### src/rtl/spart_tx.sv
// SPART transmit stage: programmable baud generator, one-byte holding
// register and a start/8-data/stop serial shifter driving txd.
module spart_tx #(
  parameter logic [15:0] DEFAULT_DIVISOR = 16'd162,
  parameter int          OVERSAMPLE      = 16
) (
  input  logic       clk,
  input  logic       rst,
  input  logic [7:0] write_line,
  input  logic       transmit_write_en,
  input  logic       baud_write_en,
  input  logic       baud_write_location,
  output logic       tbr,
  output logic       txd,
  output logic       baud_en,
  output logic       tx_busy
);

  localparam int                OS_W    = $clog2(OVERSAMPLE);
  localparam logic [OS_W-1:0]   OS_LAST = OS_W'(OVERSAMPLE - 1);

  typedef enum logic [1:0] {IDLE, START, DATA, STOP} state_t;

  state_t          state;
  logic [15:0]     divisor;
  logic [15:0]     baud_cnt;
  logic [7:0]      hold;
  logic            hold_full;
  logic [7:0]      shifter;
  logic [OS_W-1:0] os_cnt;
  logic [2:0]      bit_idx;
  logic            txd_q;
  logic            bit_end;
  logic            transfer;

  assign baud_en  = (baud_cnt == 16'd0);
  assign bit_end  = baud_en && (os_cnt == OS_LAST);
  assign transfer = hold_full && ((state == IDLE) || ((state == STOP) && bit_end));
  assign tbr      = !hold_full;
  assign txd      = txd_q;
  assign tx_busy  = (state != IDLE);

  // A divisor write restarts the count from the full new value, so the
  // new rate applies from the very next enable period.
  always_ff @(posedge clk) begin
    if (rst) begin
      divisor  <= DEFAULT_DIVISOR;
      baud_cnt <= DEFAULT_DIVISOR;
    end else if (baud_write_en) begin
      if (baud_write_location) begin
        divisor[15:8] <= write_line;
        baud_cnt      <= {write_line, divisor[7:0]};
      end else begin
        divisor[7:0] <= write_line;
        baud_cnt     <= {divisor[15:8], write_line};
      end
    end else if (baud_en) begin
      baud_cnt <= divisor;
    end else begin
      baud_cnt <= baud_cnt - 16'd1;
    end
  end

  always_ff @(posedge clk) begin
    if (rst) begin
      hold      <= 8'h00;
      hold_full <= 1'b0;
    end else if (transfer) begin
      hold_full <= 1'b0;
    end else if (transmit_write_en && !hold_full) begin
      hold      <= write_line;
      hold_full <= 1'b1;
    end
  end

  // Shifter FSM; txd is registered so each bit appears the cycle after
  // the enable that starts it.
  always_ff @(posedge clk) begin
    if (rst) begin
      state   <= IDLE;
      txd_q   <= 1'b1;
      os_cnt  <= '0;
      bit_idx <= 3'd0;
      shifter <= 8'h00;
    end else if (transfer) begin
      shifter <= hold;
      os_cnt  <= '0;
      state   <= START;
      txd_q   <= 1'b0;
    end else begin
      if (baud_en && (state != IDLE)) begin
        os_cnt <= bit_end ? '0 : os_cnt + 1'b1;
      end
      case (state)
        IDLE: begin
          txd_q <= 1'b1;
        end
        START: begin
          if (bit_end) begin
            state   <= DATA;
            bit_idx <= 3'd0;
            txd_q   <= shifter[0];
          end
        end
        DATA: begin
          if (bit_end) begin
            if (bit_idx == 3'd7) begin
              state <= STOP;
              txd_q <= 1'b1;
            end else begin
              bit_idx <= bit_idx + 3'd1;
              txd_q   <= shifter[bit_idx + 3'd1];
            end
          end
        end
        STOP: begin
          if (bit_end) begin
            state <= IDLE;
          end
        end
        default: begin
          state <= IDLE;
        end
      endcase
    end
  end

endmodule

### config.mk
export PLATFORM = sky130hd
export DESIGN_NAME = spart_tx
export DESIGN_NICKNAME = d
export VERILOG_FILES = /design/src/rtl/spart_tx.sv
export SDC_FILE = /design/constraint.sdc
export NUM_CORES = 1
export LEC_CHECK = 0
export CORE_ASPECT_RATIO = 1.1
export CORE_MARGIN = 8
export CORE_UTILIZATION = 30
export DETAILED_ROUTE_END_ITERATION = 6
export PLACE_DENSITY = 0.49
export SLEW_MARGIN = 25
export SYNTH_ARGS = -nofsm -noshare
export SYNTH_HDL_FRONTEND = slang
export SYNTH_SLANG_ARGS = --single-unit
### constraint.sdc
create_clock -name clk -period 2.1 [get_ports clk]
set_input_delay 0.21 -clock clk [delete_from_list [all_inputs] [get_ports clk]]
set_output_delay 0.21 -clock clk [all_outputs]
set_load 0.005 [all_outputs]
==> impl_results.md, run 1 <==
- Status: finished clean
- Floorplan core area: roughly 9800 um^2
- Achievable Freq: about 490 MHz
- Routed Antenna Nets: 0
- Top routing layer used: met4
- Global Route Usage Sum: 12.4%
- Number of failing setup endpoints in the final timing report: 0
- Maximum number of pins on one net before global-route repair: 39
- Highest fanout seen on the critical path: 3
- H-tree Lvls: 3
- Detailed-routed wire length on met3: 196 um
- Max-slew violations: 0
- Number of rows in the core area: 38
- Total of warnings raised by yosys: 0
- Remaining DRCs: 0
- Number of distinct library cell variants in the gate-level netlist after synthesis: 53
- Unrepaired setup endpoints after global routing: yes
- Count of nets after finishing: about 430
- Async SR Flop Fraction: 0%
- Number of hold buffers added after CTS: 0
- Number of buffers created by CTS: 9
- Port buffer count: 16
- Setup_tns: 0 ps
- Arrival time of data at the critical path endpoint: around 2300 ps
- DIE HEIGHT: 121 um
- Avg Synthesized Cell Area: ~8.3 um^2
- Share of the clock period used by the worst path: a little over nine tenths
- Half-perimeter wire length of the detailed placement result: 5990 um
- Maximum clock skew at final layout: between 9 and 10 ps
- Fraction of final layout cells with drive strength greater than 1: 22.0%
- WP data required: 2330 ps
- Via count: 2696
- Startpoint class of the critical path: flip-flop
- Final WL: around 8100 um
- Number of global-route vias before repair: around 2600
- Post-synth net total: 384
- Top-level port count: 17
- Final worst path period need: 2020 ps
- Ratio of routed vias to standard cells: approximately 5.0
- Hold violation count in the final report: 0
- Count of mapped cells out of synthesis: 361
- Iteration count of the initial detailed-routing pass: 4
- Clock edge transition at the registers on the reported setup and hold paths: 70 ps
- Layout Area Growth over Synthesis: 29.8%
- Power density over cell area: 839 nW/um^2
- Crit. End Element: flip-flop
- Commonest cells after routing, fill and taps aside: sky130_fd_sc_hd__nand2_1 (62), sky130_fd_sc_hd__dfxtp_1 (53), sky130_fd_sc_hd__buf_4 (39)
- Post-synthesis register bit count: 59
- Commonest non-fill, non-tap cell in the layout: sky130_fd_sc_hd__nand2_1
- Path type of the worst setup path: reg -> reg
- Count of flip-flops with a built-in enable after synthesis: 0
- First-pass GRT wire length: 13400 um
- Average wire per standard cell: 15.1 um
- Relative max-transition margin: a little over two thirds
- Clock root cell: sky130_fd_sc_hd__clkbuf_8
- Max Root-Sink Buffers: 2
- Top FF cell, synth: sky130_fd_sc_hd__dfxtp_1
- Yosys top cell area share: 39.4%
- Clock tree from TritonCTS: done
- Place WS: -2.61 ps
- Leakage Power: 0.00159 uW
- Register area share after synthesis: 39.4%
- Number of antenna violations at the first check in global routing: 0
- Post-synthesis cell area: 2990 um^2
- Floorplan die width: 111 um
- Final antenna diode count: 0
- Clock sinks: slightly below 60
- Max Cap Violations: 0
- HP Class: reg -> reg
- Clock latency on the worst-skew pair: 350 ps
- Biggest area contributors in the synthesized netlist: sky130_fd_sc_hd__dfxtp_1 (39%), sky130_fd_sc_hd__nand2_1 (7.8%), sky130_fd_sc_hd__mux2i_1 (6.0%), sky130_fd_sc_hd__a21oi_1 (5.9%), sky130_fd_sc_hd__ha_1 (4.2%)
- Final weighted congestion in routability-driven placement: about 0.79
- Met2 WL: 3680 um
- Detailed router's first-iteration violation count: 160
- Leading area contributor after synthesis: sky130_fd_sc_hd__dfxtp_1
- Overflow left after global routing: 0
- Initial core utilization: between 30% and 40%
- Routed metal-1 wirelength: 3980 um
- Post-route worst setup slack: between 70 and 80 ps
- Transition at the pin with the smallest max-transition slack: 446 ps
- Worst vdd rail ir drop: 0.472 mV
- Die area: 13400 um^2
[power breakdown]
part,total (uW),internal (uW),switching (uW)
sequential,1290,1210,78.0
combinational,782,375,407
clock,1190,726,468
[worst paths after layout]
kind                            startpoint         end  slack [ps]  cells past startpoint
worst max-delay path            bit_idx[0]         txd          80                      6
worst min-delay path            divisor[1]  divisor[1]         450                      2
worst max register to register  bit_idx[0]         txd          80                      6
worst min register to register  divisor[1]  divisor[1]         450                      2
[sequential cells by signal, summed over array words and instances (netlist names)]
signal     count
baud_cnt      16
divisor       16
hold           8
shifter        8
os_cnt         4
bit_idx        3
state          2
hold_full      1
txd            1
[cells by family after synthesis]
logic type	Yosys count	share of synthesized area, %
and+or+nand+nor	145	23.4
adders and majority gates	10	4.18
muxes	23	8.65
xor gates and xnor gates	8	2.34
DFF	59	39.4
AOI/OAI and AO/OA	84	17.6
buffers and inverters	32	4.30
[layout make-up]
type / instances / area, um^2
clock buffers: 11 / 151
clock inverters: 5 / 75.1
fillers: 1018 / 5910
inverters: 10 / 37.5
multi-input cells: 270 / 1780
flip-flops and latches: 59 / 1190
well taps: 120 / 150
repair buffers: 59 / 505
[timing repair]
item / 4_1_cts / 5_1_grt
setup buffers: 5 / 2
resized for setup: 12 / 18
pin swaps: 2 / 11
setup endpoints to repair: 4 / 22
endpoints found under the hold margin: 0 / 0
[worst max-delay path, cell delays in order (launching register included)]
cell and delay [ps]:
sky130_fd_sc_hd__dfxtp_2 330, sky130_fd_sc_hd__ha_4 290, sky130_fd_sc_hd__mux4_2 490, sky130_fd_sc_hd__mux2_4 270, sky130_fd_sc_hd__o41ai_2 280, sky130_fd_sc_hd__and3_1 180, sky130_fd_sc_hd__o31ai_1 60
[metrics by stage]
| step | area (um^2) | hold WS (ps) | utilization [%] | cells | power (uW) |
|---|---|---|---|---|---|
| final | 3890 | 448 | 39.7 | 534 | 3260 |
| after global routing | 3890 | 478 | 39.7 | 534 | 3430 |
| after CTS | 3810 | 448 | 38.9 | 532 | 3260 |
| after detailed placement | 3500 | 437 | 35.7 | 511 | 2040 |
| after global placement | 3500 | 432 | 35.7 | 511 | 2040 |
| after floorplan | 2990 | 326 | - | 361 | 1750 |
[metal layers]
metal | GRT usage, % | vias up
li1 | - | 1374
met1 | 15.4 | 1266
met2 | 19.4 | 41
met3 | 2.23 | 15
met4 | 7.59 | 0
met5 | 0 | -
[cells in the mapped netlist, drive strengths merged (2+ instances only)]
cell type	count
a211o	2
a211oi	11
a21oi	35
a31oi	3
and3	4
buf	7
clkbuf	15
dfxtp	59
ha	10
inv	10
mux2	3
mux2i	18
mux4	2
nand2	63
nand2b	8
nand3	13
nand4	2
nor2	28
nor2b	3
nor3	4
nor3b	2
nor4	6
o21a	3
o21ai	12
o311ai	2
o31ai	4
o41ai	3
or4	4
xnor2	3
xor2	5
(Power assumes the default switching activity.)
==> run 2, diff against run 1 <==
--- a/config.mk
+++ b/config.mk
@@ -7,9 +7,9 @@
 export LEC_CHECK = 0
 export CORE_ASPECT_RATIO = 1.1
 export CORE_MARGIN = 8
-export CORE_UTILIZATION = 30
+export CORE_UTILIZATION = 53
 export DETAILED_ROUTE_END_ITERATION = 6
-export PLACE_DENSITY = 0.49
+export PLACE_DENSITY = 0.77
 export SLEW_MARGIN = 25
 export SYNTH_ARGS = -nofsm -noshare
 export SYNTH_HDL_FRONTEND = slang
==> impl_results.md, run 2 (synthesized netlist as in run 1, its figures left out) <==
- Remaining DRCs: 0
- Total instance count after detailed placement: 456
- Worst vdd rail ir drop: 0.632 mV
- WP data required: about 2300 ps
- Path type of the worst setup path: reg -> reg
- Transition at the pin with the smallest max-transition slack: 502 ps
- Crit. End Element: flip-flop
- Number of buffers created by CTS: 9
- Hold violation count in the final report: 0
- Max-slew violations: 0
- Power density over cell area: a little over 800 nW/um^2
- Clock tree from TritonCTS: done
- Floorplan die width: 87.7 um
- Number of rows in the core area: 28
- Floorplan core area: 5430 um^2
- Relative max-transition margin: 66.5%
- Total of fill cells in the finished design: 416
- Clock latency on the worst-skew pair: 340 ps
- Ratio of routed vias to standard cells: 5.71
- Total power consumption of the routed design: 3090 uW
- Arrival time of data at the critical path endpoint: 2310 ps
- Port buffer count: 16
- Clock sinks: 59
- Maximum clock skew at final layout: 4.93 ps
- Layout Area Growth over Synthesis: 24.4%
- Average wire per standard cell: about 16 um
- Iteration count of the initial detailed-routing pass: 4
- Number of antenna violations at the first check in global routing: 0
- Via count: 2716
- First-pass GRT wire length: 12700 um
- Registers with the highest flip-flop counts: baud_cnt x16, divisor x16
- Max Root-Sink Buffers: 2
- Initial core utilization: 55.1%
- Clock edge transition at the registers on the reported setup and hold paths: 70 ps
- Clock root cell: sky130_fd_sc_hd__clkbuf_8
- Final antenna diode count: 0
- Total non-filler cell area in the finished layout: 3730 um^2
- HP Class: reg -> reg
- DIE HEIGHT: 94.8 um
- Status: finished clean
- Commonest cells after routing, fill and taps aside: sky130_fd_sc_hd__nand2_1 (62), sky130_fd_sc_hd__dfxtp_1 (56), sky130_fd_sc_hd__a21oi_1 (35)
- Commonest non-fill, non-tap cell in the layout: sky130_fd_sc_hd__nand2_1
- Maximum number of pins on one net before global-route repair: 32
- Half-perimeter wire length of the detailed placement result: 5420 um
- Startpoint class of the critical path: flip-flop
- Top-level port count: 17
- Routed Antenna Nets: 0
- H-tree Lvls: 3
- Final worst path period need: 2080 ps
- Number of hold buffers added after CTS: 0
- Max Cap Violations: 0
- Achievable Freq: 480 MHz
- Fraction of final layout cells with drive strength greater than 1: 19.5%
- Number of global-route vias before repair: 2679
- Final weighted congestion in routability-driven placement: 0.915
- Count of nets after finishing: between 400 and 500
- Share of the clock period used by the worst path: 99.1%
- Final WL: 7480 um
- Area post-placement: 3360 um^2
- Leakage Power: about 0.0015 uW
- Global Route Usage Sum: 19.5%
- Highest fanout seen on the critical path: 3
- Die area: 8310 um^2
- Number of failing setup endpoints in the final timing report: 0
- Overflow left after global routing: 0
- Count of placed standard cells in the final layout, fillers left out: 476
- Detailed router's first-iteration violation count: 286
run 2: repair_timing:
item,4_1_cts,5_1_grt
setup endpoints to repair,1,22
pin swaps,1,6
gates resized for setup,6,24
buffers inserted,4,1
gates cloned,0,0
run 2: where the power goes:
group | switching (uW) | internal, uW | total (uW)
registers | 76.5 | 1200 | 1280
logic | 414 | 350 | 764
clock network | 470 | 577 | 1050
run 2: metal layers:
metal	up-vias	part of all wire [%]	track usage, %
li1	1359	-	-
met1	1264	46	25.4
met2	74	46	29.8
met3	19	5.6	3.48
met4	0	2.7	10.3
met5	-	0	0
run 2: worst paths after layout:
path | from | end | slack [ps] | cells past startpoint
setup / recovery | bit_idx[0] | txd | 20 | 6
hold / removal | divisor[7] | divisor[7] | 450 | 2
setup reg to reg | bit_idx[0] | txd | 20 | 6
hold reg to reg | divisor[7] | divisor[7] | 450 | 2
run 2: final cells by class:
type,count,area [um^2],area share [%]
Timing Repair Buffer,46,408,10.9
Clock inverter,6,65.1,1.75
Inverter,10,37.5,1.01
Tap cell,75,93.8,2.52
Multi-Input combinational cell,270,1800,48.3
Clock buffer,10,138,3.69
Sequential cell,59,1180,31.8
run 2: critical path, stage by stage (launching register included):
cell	delay, ps
sky130_fd_sc_hd__dfxtp_2	340
sky130_fd_sc_hd__ha_4	280
sky130_fd_sc_hd__mux4_2	490
sky130_fd_sc_hd__mux2_4	290
sky130_fd_sc_hd__o41ai_2	310
sky130_fd_sc_hd__and3_1	200
sky130_fd_sc_hd__o31ai_1	60
run 2: per-stage QoR:
stage / utilization (%) / setup slack [ps] / TNS [ps] / hold WS [ps]
finish: 68.6 / 18.5 / 0 / 448
global route: 68.6 / -20.5 / -20.5 / 465
global placement: 62.0 / 76.0 / 0 / 430
detailed placement: 62.0 / 14.1 / 0 / 437
floorplan: - / 66.9 / 0 / 326
CTS: 66.8 / -35.9 / -62.1 / 448
==> run 3, diff against run 2 <==
==> constraint.sdc (replaced) <==
create_clock -name clk -period 1.75 [get_ports clk]
set_input_delay 0.175 -clock clk [delete_from_list [all_inputs] [get_ports clk]]
set_output_delay 0.175 -clock clk [all_outputs]
set_load 0.005 [all_outputs]
==> impl_results.md, run 3 (synthesized netlist as in run 1, its figures left out) <==
- Maximum number of pins on one net before global-route repair: 32
- Worst path cell trace: or4_4 > buf_4 > or4b_4 > mux2i_4 > a21oi_2 > a211oi_2
- Number of buffers created by CTS: 9
- Crit path max-delay cell type: sky130_fd_sc_hd__or4_4
- Commonest non-fill, non-tap cell in the layout: sky130_fd_sc_hd__nand2_1
- Average wire per standard cell: 20.6 um
- Final antenna diode count: 0
- Arrival time of data at the critical path endpoint: 2470 ps
- Clock tree from TritonCTS: done
- Top-level port count: 17
- Leakage Power: about 0.0018 uW
- Violated checks: negative setup slack
- Transition at the pin with the smallest max-transition slack: between 500 and 600 ps
- Count of nets after finishing: between 400 and 500
- Number of failing setup endpoints in the final timing report: 34
- First-pass GRT wire length: 15200 um
- Achievable Freq: 446 MHz
- Clock root cell: sky130_fd_sc_hd__clkbuf_8
- Ratio of routed vias to standard cells: 6.28
- Clock sinks: 59
- Detailed router's first-iteration violation count: 477
- Commonest cells after routing, fill and taps aside: sky130_fd_sc_hd__nand2_1 (59), sky130_fd_sc_hd__dfxtp_1 (49), sky130_fd_sc_hd__buf_4 (49)
- Count of placed standard cells in the final layout, fillers left out: 515
- Final weighted congestion in routability-driven placement: 0.898
- Fraction of final layout cells with drive strength greater than 1: between 30% and 40%
- Path type of the worst setup path: reg -> reg
- Layout Area Growth over Synthesis: 46.9%
- Worst vdd rail ir drop: 0.869 mV
- Crit. End Element: flip-flop
- Maximum clock skew at final layout: 15.1 ps
- Port buffer count: 16
- Max-slew violations: 0
- Initial core utilization: between 50 and 60%
- Die area: 8310 um^2
- Highest fanout seen on the critical path: 2
- Power density over cell area: ~1000 nW/um^2
- Setup_tns: -7440 ps
- Max Cap Violations: 0
- Unrepaired setup endpoints after global routing: yes
- Floorplan core area: 5430 um^2
- Routed Antenna Nets: 0
- Family of cells with the greatest summed delay on the critical path: simple AND/OR/NAND/NOR gates
- WP data required: 1980 ps
- Number of global-route vias before repair: 3021
- Startpoint class of the critical path: flip-flop
- Status: complete, but fails checks
- Total instance count after detailed placement: 484
- Relative max-transition margin: 62.0%
- HP Class: reg -> reg
- Relative contribution of sequential cells to total power: 34.5%
- Iteration count of the initial detailed-routing pass: 5
- Remaining DRCs: 0
- Clock edge transition at the registers on the reported setup and hold paths: 80 ps
- Hold violation count in the final report: 0
- Post-route worst setup slack: -492 ps
- Number of antenna violations at the first check in global routing: 0
- Share of the core filled with cells: approximately 81%
- Clock latency on the worst-skew pair: between 300 and 400 ps
- Global Route Usage Sum: 23.4%
- Comb pwr share: 29.0%
- Buffering stage count on the worst path with inverters included: 1
- DIE HEIGHT: 94.8 um
- Number of rows in the core area: 28
- Overflow left after global routing: 0
- Clock power share: 36.5%
- Share of the clock period used by the worst path: 128%
- Via count: between 3000 and 4000
- Floorplan die width: 87.7 um
- Final WL: 10600 um
- Final worst path period need: 2240 ps
- Registers with the highest flip-flop counts: baud_cnt x16, divisor x16
- Internal power contribution: 3140 uW
- Half-perimeter wire length of the detailed placement result: 5670 um
- Switching share of power: 30.1%
- Largest stage delay, worst path: 560 ps
- Sw power: 1350 uW
- H-tree Lvls: 3
- Max Root-Sink Buffers: 2
- Number of hold buffers added after CTS: 0
## run 3: tightest hold or removal path: cells and delay by family, from the launching register on
family	cells	cell delay (ps)
simple gates	1	50
flops	1	310
compound gates	1	50
## run 3: area by class of cell
type                       count  area (um^2)
clock inverter                 4         95.1
sequential                    59         1190
fill                         312         1030
clock buffer                  12          165
tap                           75         93.8
multi-input combinational    270         2030
timing repair buffer          85          783
inverter                      10         40.0
## run 3: path summary, 6_finish.rpt
| check | endpoint | cells past startpoint | startpoint | slack (ps) |
|---|---|---|---|---|
| max | baud_cnt[14] | 6 | baud_cnt[11] | -490 |
| min | hold[4] | 2 | hold[4] | 460 |
| max reg2reg | baud_cnt[14] | 6 | baud_cnt[11] | -490 |
| min reg2reg | hold[4] | 2 | hold[4] | 460 |
## run 3: power groups by stage
stage | registers, uW | clock network, uW | logic, uW
3_5_place_dp | 1550 | 0 | 1010
4_1_cts | 1530 | 1610 | 1090
5_1_grt | 1560 | 1690 | 1380
6_report | 1550 | 1640 | 1300
3_3_place_gp | 1550 | 0 | 997
2_1_floorplan | 1550 | 0 | 599
## run 3: what timing repair did
action / in CTS / in global routing
buffers inserted: 8 / 8
endpoints found under the hold margin: 0 / 0
gates cloned: 0 / 1
gates resized for setup: 48 / 44
endpoints found under the setup margin: 37 / 37
pin swaps: 29 / 16
## run 3: routing by layer
metal | vias up | wire, um | track usage [%]
li1 | 1439 | - | -
met1 | 1525 | 4120 | 27.3
met2 | 207 | 5050 | 38.1
met3 | 62 | 868 | 5.47
met4 | 0 | 555 | 13.9
met5 | - | 0 | 0
## run 3: through the flow
stage / power, uW / hold slack, ps / setup slack, ps / instance area, um^2
after detailed placement: 2560 / 435 / -281 / 3660
after global routing: 4620 / 490 / -518 / 4400
after CTS: 4230 / 445 / -264 / 4150
after floorplan: 2150 / 291 / -191 / 3100
after global placement: 2550 / 431 / -249 / 3660
final: 4490 / 462 / -492 / 4400
